<file path="src/rtl/axi_sram_stream_reader_pkg.sv">
`default_nettype none
// ============================================================================
// Module      : axi_sram_stream_reader_pkg
// Description : Shared definitions for the AXI-Lite SRAM stream reader:
//               FSM state encoding, AXI response codes and the helper that
//               sizes the output FIFO occupancy counter.
// Revision    : 1.0 - initial release
// ============================================================================
package axi_sram_stream_reader_pkg;

   // Read-engine states; the "wait for FIFO slot" condition lives inside
   // ST_ADDR with arvalid low, so no separate encoding is needed.
   typedef enum logic [1:0] {
      ST_IDLE = 2'd0,
      ST_ADDR = 2'd1,
      ST_DATA = 2'd2
   } state_t;

   localparam logic [1:0] RESP_OKAY = 2'b00;

   // Occupancy counter must represent 0..DEPTH inclusive.
   function automatic int fifo_count_width(input int depth);
      return $clog2(depth) + 1;
   endfunction

endpackage
`default_nettype wire

</file>
<file path="src/rtl/axi_sram_stream_reader_sync_fifo.sv">
`default_nettype none
// ============================================================================
// Module      : sync_fifo
// Description : Single-clock first-word-fall-through FIFO with occupancy
//               count. Head word is visible on pop_data whenever empty=0.
//               Push into a full FIFO and pop from an empty FIFO are ignored.
// Ports       : clk, rst_n (async active-low)
//               push, push_data      - write side
//               pop, pop_data        - read side (FWFT)
//               count, empty         - status
// Revision    : 1.0 - initial release
// ============================================================================
module sync_fifo
   import axi_sram_stream_reader_pkg::*;
#(
   parameter int WIDTH     = 16,
   parameter int DEPTH     = 4,
   parameter int CNT_WIDTH = fifo_count_width(DEPTH)
) (
   input  logic                 clk,
   input  logic                 rst_n,
   input  logic                 push,
   input  logic [WIDTH-1:0]     push_data,
   input  logic                 pop,
   output logic [WIDTH-1:0]     pop_data,
   output logic [CNT_WIDTH-1:0] count,
   output logic                 empty
);

   localparam int c_PTR_W = $clog2(DEPTH);

   logic [WIDTH-1:0]     r_mem [DEPTH];
   logic [c_PTR_W-1:0]   r_wr_ptr;
   logic [c_PTR_W-1:0]   r_rd_ptr;
   logic [CNT_WIDTH-1:0] r_count;
   logic                 w_do_push;
   logic                 w_do_pop;

   assign w_do_push = push && (r_count != CNT_WIDTH'(DEPTH));
   assign w_do_pop  = pop && (r_count != '0);

   // Storage is reset so the head word reads as zero out of reset.
   always_ff @(posedge clk or negedge rst_n) begin
      if (!rst_n) begin
         for (int i = 0; i < DEPTH; i++) begin
            r_mem[i] <= '0;
         end
         r_wr_ptr <= '0;
         r_rd_ptr <= '0;
         r_count  <= '0;
      end else begin
         if (w_do_push) begin
            r_mem[r_wr_ptr] <= push_data;
            r_wr_ptr        <= r_wr_ptr + 1'b1;
         end
         if (w_do_pop) begin
            r_rd_ptr <= r_rd_ptr + 1'b1;
         end
         case ({w_do_push, w_do_pop})
            2'b10:   r_count <= r_count + 1'b1;
            2'b01:   r_count <= r_count - 1'b1;
            default: r_count <= r_count;
         endcase
      end
   end

   assign pop_data = r_mem[r_rd_ptr];
   assign count    = r_count;
   assign empty    = (r_count == '0);

endmodule
`default_nettype wire

</file>
<file path="src/rtl/axi_sram_stream_reader.sv">
`default_nettype none
// ============================================================================
// Module      : axi_sram_stream_reader
// Description : AXI-Lite read master. On start it issues len single-beat
//               reads from base_addr upward (address wraps silently) with at
//               most one read outstanding, and streams the returned words out
//               through an FWFT FIFO. A read is only issued once a FIFO slot
//               is reserved for it, so no returned word is ever dropped.
// Ports       : axi_aclk, axi_aresetn (async active-low)
//               start, base_addr, len     - transfer request
//               busy, done                - transfer status
//               m_axi_ar*, m_axi_r*       - AXI-Lite read channels
//               out_data/valid/ready      - output stream
//               rresp_err                 - sticky error (optional)
// Config      : define AXI_SRAM_STREAM_READER_RRESP_CHECK_EN to add the
//               rresp_err port; otherwise rresp is ignored.
// Revision    : 1.0 - initial release
// ============================================================================
module axi_sram_stream_reader
   import axi_sram_stream_reader_pkg::*;
#(
   parameter int AXI_ADDR_WIDTH = 20,
   parameter int AXI_DATA_WIDTH = 16,
   parameter int LEN_WIDTH      = 20,
   parameter int FIFO_DEPTH     = 4
) (
   input  logic                      axi_aclk,
   input  logic                      axi_aresetn,
   input  logic                      start,
   input  logic [AXI_ADDR_WIDTH-1:0] base_addr,
   input  logic [LEN_WIDTH-1:0]      len,
   output logic                      busy,
   output logic                      done,
   output logic [AXI_ADDR_WIDTH-1:0] m_axi_araddr,
   output logic                      m_axi_arvalid,
   input  logic                      m_axi_arready,
   input  logic [AXI_DATA_WIDTH-1:0] m_axi_rdata,
   input  logic [1:0]                m_axi_rresp,
   input  logic                      m_axi_rvalid,
   output logic                      m_axi_rready,
   output logic [AXI_DATA_WIDTH-1:0] out_data,
   output logic                      out_valid,
   input  logic                      out_ready
`ifdef AXI_SRAM_STREAM_READER_RRESP_CHECK_EN
   ,
   output logic                      rresp_err
`endif
);

   localparam int c_CNT_W = fifo_count_width(FIFO_DEPTH);

   state_t                    r_state;
   state_t                    w_state_nxt;
   logic [AXI_ADDR_WIDTH-1:0] r_addr;
   logic [AXI_ADDR_WIDTH-1:0] w_addr_nxt;
   logic [LEN_WIDTH-1:0]      r_remaining;
   logic [LEN_WIDTH-1:0]      w_remaining_nxt;
   logic                      r_arvalid;
   logic                      w_arvalid_nxt;
   logic                      r_busy;
   logic                      w_busy_nxt;
   logic                      r_done;
   logic                      w_done_nxt;

   logic                      w_ar_hs;
   logic                      w_rready;
   logic                      w_r_accept;
   logic                      w_pop;
   logic                      w_fifo_empty;
   logic [c_CNT_W-1:0]        w_fifo_count;
   logic [c_CNT_W:0]          w_count_nxt;
   logic                      w_slot_free;
   logic                      w_last_beat;

   assign w_ar_hs  = r_arvalid & m_axi_arready;
   assign w_rready = (r_state != ST_IDLE);

   // Only take an R beat when a read is actually in flight: either already
   // issued (DATA) or handshaking right now (ADDR with arready). This keeps
   // the slot reservation intact even against a misbehaving slave.
   assign w_r_accept = m_axi_rvalid & w_rready &
                       ((r_state == ST_DATA) | ((r_state == ST_ADDR) & w_ar_hs));

   assign w_pop = ~w_fifo_empty & out_ready;

   // Occupancy after this cycle's push and pop; a new read may be issued
   // only if that leaves room for its beat.
   assign w_count_nxt = {1'b0, w_fifo_count}
                      + {{c_CNT_W{1'b0}}, w_r_accept}
                      - {{c_CNT_W{1'b0}}, w_pop};
   assign w_slot_free = (w_count_nxt < (c_CNT_W + 1)'(FIFO_DEPTH));
   assign w_last_beat = (r_remaining == LEN_WIDTH'(1));

   always_ff @(posedge axi_aclk or negedge axi_aresetn) begin
      if (!axi_aresetn) begin
         r_state     <= ST_IDLE;
         r_addr      <= '0;
         r_remaining <= '0;
         r_arvalid   <= 1'b0;
         r_busy      <= 1'b0;
         r_done      <= 1'b0;
      end else begin
         r_state     <= w_state_nxt;
         r_addr      <= w_addr_nxt;
         r_remaining <= w_remaining_nxt;
         r_arvalid   <= w_arvalid_nxt;
         r_busy      <= w_busy_nxt;
         r_done      <= w_done_nxt;
      end
   end

   always_comb begin
      w_state_nxt     = r_state;
      w_addr_nxt      = r_addr;
      w_remaining_nxt = r_remaining;
      w_arvalid_nxt   = r_arvalid;
      w_busy_nxt      = r_busy;
      w_done_nxt      = 1'b0;

      case (r_state)
         ST_IDLE: begin
            if (start) begin
               w_addr_nxt      = base_addr;
               w_remaining_nxt = len;
               if (len == '0) begin
                  w_done_nxt = 1'b1;
               end else begin
                  w_state_nxt   = ST_ADDR;
                  w_busy_nxt    = 1'b1;
                  w_arvalid_nxt = w_slot_free;
               end
            end
         end
         ST_ADDR: begin
            if (r_arvalid) begin
               if (w_ar_hs && !m_axi_rvalid) begin
                  w_state_nxt   = ST_DATA;
                  w_arvalid_nxt = 1'b0;
               end
            end else begin
               // Waiting for the consumer to free a slot.
               w_arvalid_nxt = w_slot_free;
            end
         end
         ST_DATA: begin
            w_arvalid_nxt = 1'b0;
         end
         default: begin
            w_state_nxt   = ST_IDLE;
            w_arvalid_nxt = 1'b0;
            w_busy_nxt    = 1'b0;
         end
      endcase

      // Beat completion is common to ADDR (same-cycle R) and DATA.
      if (w_r_accept) begin
         w_addr_nxt      = r_addr + 1'b1;
         w_remaining_nxt = r_remaining - 1'b1;
         if (w_last_beat) begin
            w_state_nxt   = ST_IDLE;
            w_arvalid_nxt = 1'b0;
            w_busy_nxt    = 1'b0;
            w_done_nxt    = 1'b1;
         end else begin
            w_state_nxt   = ST_ADDR;
            w_arvalid_nxt = w_slot_free;
         end
      end
   end

   sync_fifo #(
      .WIDTH     (AXI_DATA_WIDTH),
      .DEPTH     (FIFO_DEPTH),
      .CNT_WIDTH (c_CNT_W)
   ) u_out_fifo (
      .clk       (axi_aclk),
      .rst_n     (axi_aresetn),
      .push      (w_r_accept),
      .push_data (m_axi_rdata),
      .pop       (w_pop),
      .pop_data  (out_data),
      .count     (w_fifo_count),
      .empty     (w_fifo_empty)
   );

`ifdef AXI_SRAM_STREAM_READER_RRESP_CHECK_EN
   logic r_rresp_err;
   logic w_rresp_err_nxt;

   always_comb begin
      w_rresp_err_nxt = r_rresp_err;
      if ((r_state == ST_IDLE) && start) begin
         w_rresp_err_nxt = 1'b0;
      end else if (w_r_accept && (m_axi_rresp != RESP_OKAY)) begin
         w_rresp_err_nxt = 1'b1;
      end
   end

   always_ff @(posedge axi_aclk or negedge axi_aresetn) begin
      if (!axi_aresetn) begin
         r_rresp_err <= 1'b0;
      end else begin
         r_rresp_err <= w_rresp_err_nxt;
      end
   end

   assign rresp_err = r_rresp_err;
`else
   logic w_unused_rresp;
   assign w_unused_rresp = ^m_axi_rresp;
`endif

   assign busy          = r_busy;
   assign done          = r_done;
   assign m_axi_araddr  = r_addr;
   assign m_axi_arvalid = r_arvalid;
   assign m_axi_rready  = w_rready;
   assign out_valid     = ~w_fifo_empty;

endmodule
`default_nettype wire

</file>
<file path="config.mk">
export PLATFORM = sky130hd
export DESIGN_NAME = axi_sram_stream_reader
export DESIGN_NICKNAME = d
export VERILOG_FILES = /design/src/rtl/axi_sram_stream_reader_pkg.sv /design/src/rtl/axi_sram_stream_reader_sync_fifo.sv /design/src/rtl/axi_sram_stream_reader.sv
export SDC_FILE = /design/constraint.sdc
export NUM_CORES = 1
export LEC_CHECK = 0
export CELL_PAD_IN_SITES_DETAIL_PLACEMENT = 0
export CELL_PAD_IN_SITES_GLOBAL_PLACEMENT = 1
export CORE_AREA = 4 4 133 135
export DETAILED_ROUTE_END_ITERATION = 8
export DIE_AREA = 0 0 137 139
export HOLD_SLACK_MARGIN = 0.08
export PLACE_DENSITY_LB_ADDON = 0.1
export SYNTH_ARGS = -nofsm -noshare
export SYNTH_HDL_FRONTEND = slang
export SYNTH_HIERARCHICAL = 1
export SYNTH_SLANG_ARGS = --single-unit
</file>
<file path="constraint.sdc">
create_clock -name axi_aclk -period 3.1 [get_ports axi_aclk]
set_input_delay 0.775 -clock axi_aclk [delete_from_list [all_inputs] [get_ports axi_aclk]]
set_output_delay 0.775 -clock axi_aclk [all_outputs]
set_load 0.02 [all_outputs]
</file>
After elaboration in Yosys (flattened, before gate mapping) --
Index checks and enable logic that the tools add are counted.
Storage, ports and cells: word-level logic and storage cells 99, register bits 116
Operators by class: equality and inequality tests 11, bitwise operators 9, reduce and logical (&&, ||, !) cells 17, multiplexer cells 37, $lt $le $gt $ge 4, add/subtract/negate cells 8
Operators with widths (number):
- 2-to-1 mux 20 bit | 6
- bitwise mux 64 bit | 1
- 2-to-1 mux 16 bit | 3
- binary-select mux 16 bit (select 2 bit) | 1
- demux 16 bit (select 2 bit) | 1
- adder 20 x 1 -> 20 bit, second input constant | 1
- equality test 20 x 1 -> 1 bit, second input constant | 1
- logical NOT 20 bit | 1
- subtractor 20 x 1 -> 20 bit, second input constant | 1
- 2-to-1 mux 1 bit | 16
- 2-to-1 mux 2 bit | 5
- inequality test 3 x 2 -> 1 bit, second input constant | 3
- nonzero test 2 bit | 4
- >= comparator 3 bit, second input constant | 2
- NOT 2 -> 3 bit | 2
- case mux 2 bit (3 select lines) | 1
- case mux 3 bit (2 select lines) | 1
- bitwise AND 1 bit | 5
- AND reduction 5 bit | 1
- adder 2 x 1 -> 2 bit, second input constant | 2
- adder 3 x 1 -> 4 bit | 1
- equality test 2 x 1 -> 1 bit, second input constant | 2
- equality test 2 bit, second input constant | 2
- logical AND 1 bit | 4
- 17 further kinds | 19

Depth between registers and ports, before layout --
depth after elaboration 11, depth in mapped cells 13

Modules after synthesis --
The synthesis kept the hierarchy.
By module, submodules not included:
- sync_fifo | sequential area each 1776.7 um2, cells an instance 192, area an instance 3353.2 um2, times used 1
- axi_sram_stream_reader | sequential area each 1126.1 um2, cells an instance 322, area an instance 2796.4 um2, times used 1

Worst setup path before layout --
No wires, ideal clock.
path type input-to-reg, start point input port m_axi_rvalid, end point register u_out_fifo.r_count[2], in the netlist u_out_fifo/count[2], data required time 2972 ps, stages on the path 11, data arrival time 2547 ps, slack 425 ps, setup time 128 ps, path through nor2b_1 nand2_1 inv_2 clkbuf_1 nand2b_1 ha_1 inv_1 fa_1 xor2_1 nor2_1 xor2_1
On the way: longest elaborated chain between the ends 5, elaborated cells on any way between the ends 7
RTL lines:
- from (decl) | line axi_sram_stream_reader.sv:39 | input logic m_axi_rvalid,
- bitwise AND 1 bit (*) (2 in series) | line axi_sram_stream_reader.sv:81 | assign w_r_accept = m_axi_rvalid & w_rready &
- via w_r_accept | line axi_sram_stream_reader.sv:67 | logic w_r_accept;
- logical AND 1 bit (*) | line axi_sram_stream_reader_sync_fifo.sv:39 | assign w_do_push = push && (r_count != CNT_WIDTH'(DEPTH));
- equality test 2 x 1 -> 1 bit or equality test 2 bit (tied branches) | line axi_sram_stream_reader_sync_fifo.sv:59 | case ({w_do_push, w_do_pop})
- case mux 3 bit (2 select lines) or nonzero test 2 bit (tied branches)
- to (signal assigned) | line axi_sram_stream_reader_sync_fifo.sv:60 | 2'b10: r_count <= r_count + 1'b1;
- to (signal assigned) | line axi_sram_stream_reader_sync_fifo.sv:61 | 2'b01: r_count <= r_count - 1'b1;
- to (signal assigned) | line axi_sram_stream_reader_sync_fifo.sv:62 | default: r_count <= r_count;
- to (decl) | line axi_sram_stream_reader_sync_fifo.sv:35 | logic [CNT_WIDTH-1:0] r_count;
The timed path passes the listed nets; every way through them passes the cells marked *. A chain may end at the register's enable or synchronous reset.

Final worst setup path --
start point register u_out_fifo.r_rd_ptr[0], end point output port out_data[11]
On the way: longest elaborated chain between the ends 4
RTL lines:
- from (decl) | line axi_sram_stream_reader_sync_fifo.sv:34 | logic [c_PTR_W-1:0] r_rd_ptr;
- from (signal assigned) | line axi_sram_stream_reader_sync_fifo.sv:57 | r_rd_ptr <= r_rd_ptr + 1'b1;
- NOT 2 -> 3 bit (implied by the code) | line axi_sram_stream_reader_sync_fifo.sv:67 | assign pop_data = r_mem[r_rd_ptr];
- binary-select mux 16 bit (select 2 bit) | line axi_sram_stream_reader_sync_fifo.sv:67
- 2-to-1 mux 16 bit (implied by the code) (2 in series) | line axi_sram_stream_reader_sync_fifo.sv:67
- to (decl) | line axi_sram_stream_reader.sv:41 | output logic [AXI_DATA_WIDTH-1:0] out_data,
Every way passes these cells. The select of a mux whose other input is x is not followed.

==> flow_metrics.tcl <==
set metrics [dict create \
    post-cts-setup-buffer-count 0 \
    drv_cap 0 \
    synth_warnings 6 \
    multi_input_area_mm2 0.00305 \
    ys.flop_type "dfrtp_1" \
    grt_pass1_wl_um 26000 \
    synth_edf_count 0 \
    final_cells 867 \
    r2r_cells 12 \
    portBuffers 102 \
    r2r-start "r_state[0]" \
    p_leak_nw 3.44 \
    clkSinkCount 116 \
    drive_gt1_frac 0.229 \
    fillerInstances 1455 \
    overflow 0 \
    postSynthAreaPerCell_um2 12.0 \
    cts_resized 0 \
    rr_endpoint "u_out_fifo/count[2]" \
    powerDensity_mw_per_mm2 999 \
    critPathArrivalTime_ns 2.09 \
    final_hold_viol_count 0 \
    async_reset_ff_frac 1.00 \
    synthCells 514 \
    grt_setup_unrepaired "false" \
    routed_wirelength_um 16000 \
    maxSlewViolCount 0 \
    outcome "completed" \
    vias 4640 \
    firstDrtPassIters 4 \
    startpoint "u_out_fifo/r_rd_ptr[0]" \
    path_class "flop to primary output" \
    ios 105 \
    ir_worst_vdd_mv 0.533 \
    skew_ns 0.00587 \
    antenna_found_initial 0 \
    grt_start_max_net_pins 71 \
    yosys.area.top_type "dfrtp_1" \
    max_freq_mhz 349 \
    first_iter_violations 251 \
    end_kind "primary output" \
    syn_area_mm2 0.00615 \
    timing.final.crit_share 0.923 \
    fin_crit_ns 2.86 \
    clk_latency_ns 0.41 \
    diodes 0 \
    ant_nets 0 \
    synth_cell_type_count 63 \
    area_growth_pct 32.0 \
    cts-buffers-inserted 17 \
    cts_htree_levels 4 \
    die_area_mm2 0.0190 \
    cts_hold_buf 0 \
    synth_area_leaders "dfrtp_1 (47%), mux2_4 (9.8%), mux4_2 (5.9%), mux2_2 (4.6%), ha_1 (3.3%)" \
    final.setup.tns_ns 0 \
    seqCellArea_mm2 0.00290 \
    hold_path.class "primary input to asynchronous set/reset pin" \
    cts_tree "done" \
    die_w_um 137 \
    viasPerCell 5.35 \
    clk_pin_slew_ns 0.05 \
    first_global_vias 4818 \
    place_hpwl_um 11100 \
    slew_headroom 0.391 \
    cts_buffer_depth 2 \
    final_nets 716 \
    worst_pin_slew_ns 0.914 \
    crit_path_max_fanout 18 \
    ys_seq_area_frac 0.472 \
    die_h_um 139 \
    grt_usage 0.173 \
    place_congestion 0.760 \
    coreArea_mm2 0.0165 \
    initial_core_util 0.373 \
    crit_required_ns 2.32 \
    cp-endpoint "out_data[11]" \
    cts-root-buf "clkbuf_16" \
    yosys_register_bits 116 \
    dp_cells 836 \
    yosysTopAreaCellShare 0.472 \
    startpoint_type "flop" \
    post_drt_wl_per_cell_um 18.4 \
    synth_nets 595 \
    drc 0 \
    r2r_slack_ns 0.62 \
    core.rowCount 47 \
    finalSetupViolations 0 \
]
==> cells in the mapped netlist (4+ instances only) <==
cell type / count
nor4_1: 6
nor3_1: 11
nor2_4: 5
mux2_2: 25
o211ai_1: 15
dfrtp_1: 116
buf_2: 5
nor2_1: 24
o22ai_1: 5
mux2i_1: 4
ha_1: 16
clkbuf_1: 10
inv_1: 20
o21ai_0: 5
nand3_1: 21
buf_6: 4
o311ai_1: 9
mux4_2: 16
xnor2_1: 5
mux2_4: 40
and3_1: 7
o21ai_1: 11
a21oi_1: 14
a211oi_1: 5
a311oi_1: 4
nand2_1: 51
==> power by group <==
| part | internal [mW] | switching [mW] | leakage, nW | total [mW] |
|---|---|---|---|---|
| combinational | 1.84 | 1.63 | 1.70 | 3.47 |
| sequential | 2.16 | 0.583 | 1.47 | 2.74 |
| clock | 1.22 | 0.684 | 0.268 | 1.90 |
| total | 5.22 | 2.89 | 3.44 | 8.11 |
==> routing by layer <==
layer | vias up | GRT usage | share of wire
li1 | 2154 | - | -
met1 | 2357 | 0.229 | 0.45
met2 | 119 | 0.288 | 0.50
met3 | 10 | 0.0399 | 0.046
met4 | 0 | 0.0425 | 0.0073
met5 | - | 0 | 0
==> cells in the final DEF, fill, tap and decap left out, drive strengths merged, types with 3 or more instances in the layout <==
cell type	netlist	routed
nor2b	3	3
xor2	3	3
mux2i	4	4
nor4	6	6
a311oi	4	4
inv	21	21
clkinv	0	3
a211oi	5	5
dfrtp	116	116
clkdlybuf4s50	0	101
o211ai	15	15
xnor2	5	5
ha	16	16
nand2b	3	3
buf	11	22
clkinvlp	0	4
or3	3	3
mux4	16	16
nand3	22	22
or4	3	3
o311ai	9	9
mux2	65	65
o21a	3	3
and3	7	7
o22ai	5	5
o21ai	16	16
clkbuf	10	22
a31oi	3	3
nand4	3	3
nor2	29	29
nand2	51	51
nor3	14	14
a21oi	14	14
==> worst max-delay path, stage by stage (launching register included) <==
cell and delay [ns]:
dfrtp_1 0.37, buf_12 0.20, mux4_2 0.53, clkdlybuf4s50_1 0.57
==> registers in the layout, summed over array words and instances (netlist names) <==
name and cells:
done 1, m_axi_arvalid 1, u_out_fifo/r_rd_ptr 2, r_remaining 20, u_out_fifo/r_wr_ptr 2, r_state 2
m_axi_araddr 20, busy 1, u_out_fifo/count 3, u_out_fifo/r_mem 64
==> metrics by stage <==
stage / power, mW / utilization / setup slack [ns] / hold slack [ns] / instance area (µm²)
3_5_place_dp: 6.25 / 0.458 / 0.151 / 0.491 / 7550
4_1_cts: 8.20 / 0.493 / 0.202 / 0.505 / 8120
5_1_grt: 8.63 / 0.493 / 0.154 / 0.517 / 8120
3_3_place_gp: 6.15 / 0.458 / 0.173 / 0.478 / 7550
6_report: 8.11 / 0.493 / 0.238 / 0.477 / 8120
2_1_floorplan: 4.90 / - / 0.425 / 0.449 / 6150
==> area by class of cell <==
class / count / area share
multi-input combinational: 356 / 0.376
clock buffer: 22 / 0.0572
timing repair buffer: 123 / 0.153
clock inverter: 9 / 0.0129
tap: 220 / 0.0339
inverter: 21 / 0.00971
sequential: 116 / 0.358
==> worst min-delay path by stage <==
stage / start / end / slack [ns] / depth (start not counted)
2_1_floorplan: r_remaining[19] / r_remaining[19] / 0.45 / 1
3_3_place_gp: r_remaining[19] / r_remaining[19] / 0.48 / 1
3_5_place_dp: u_out_fifo/r_mem[37] / u_out_fifo/r_mem[37] / 0.49 / 1
4_1_cts: r_remaining[19] / r_remaining[19] / 0.50 / 1
5_1_grt: u_out_fifo/r_mem[3] / u_out_fifo/r_mem[3] / 0.52 / 1
6_report: axi_aresetn / u_out_fifo/r_mem[57] / 0.48 / 1
==> cells by family after synthesis <==
logic type	Yosys count	share of synthesized area
AND/OR/NAND/NOR	152	0.133
flip-flops	116	0.472
multiplexers	85	0.209
XOR/XNOR	8	0.0114
buffers and inverters	42	0.0315
adder cells (fa/ha/maj)	17	0.0358
AO/OA/AOI/OAI	94	0.108
No activity file was read; power rests on OpenSTA's default activity.
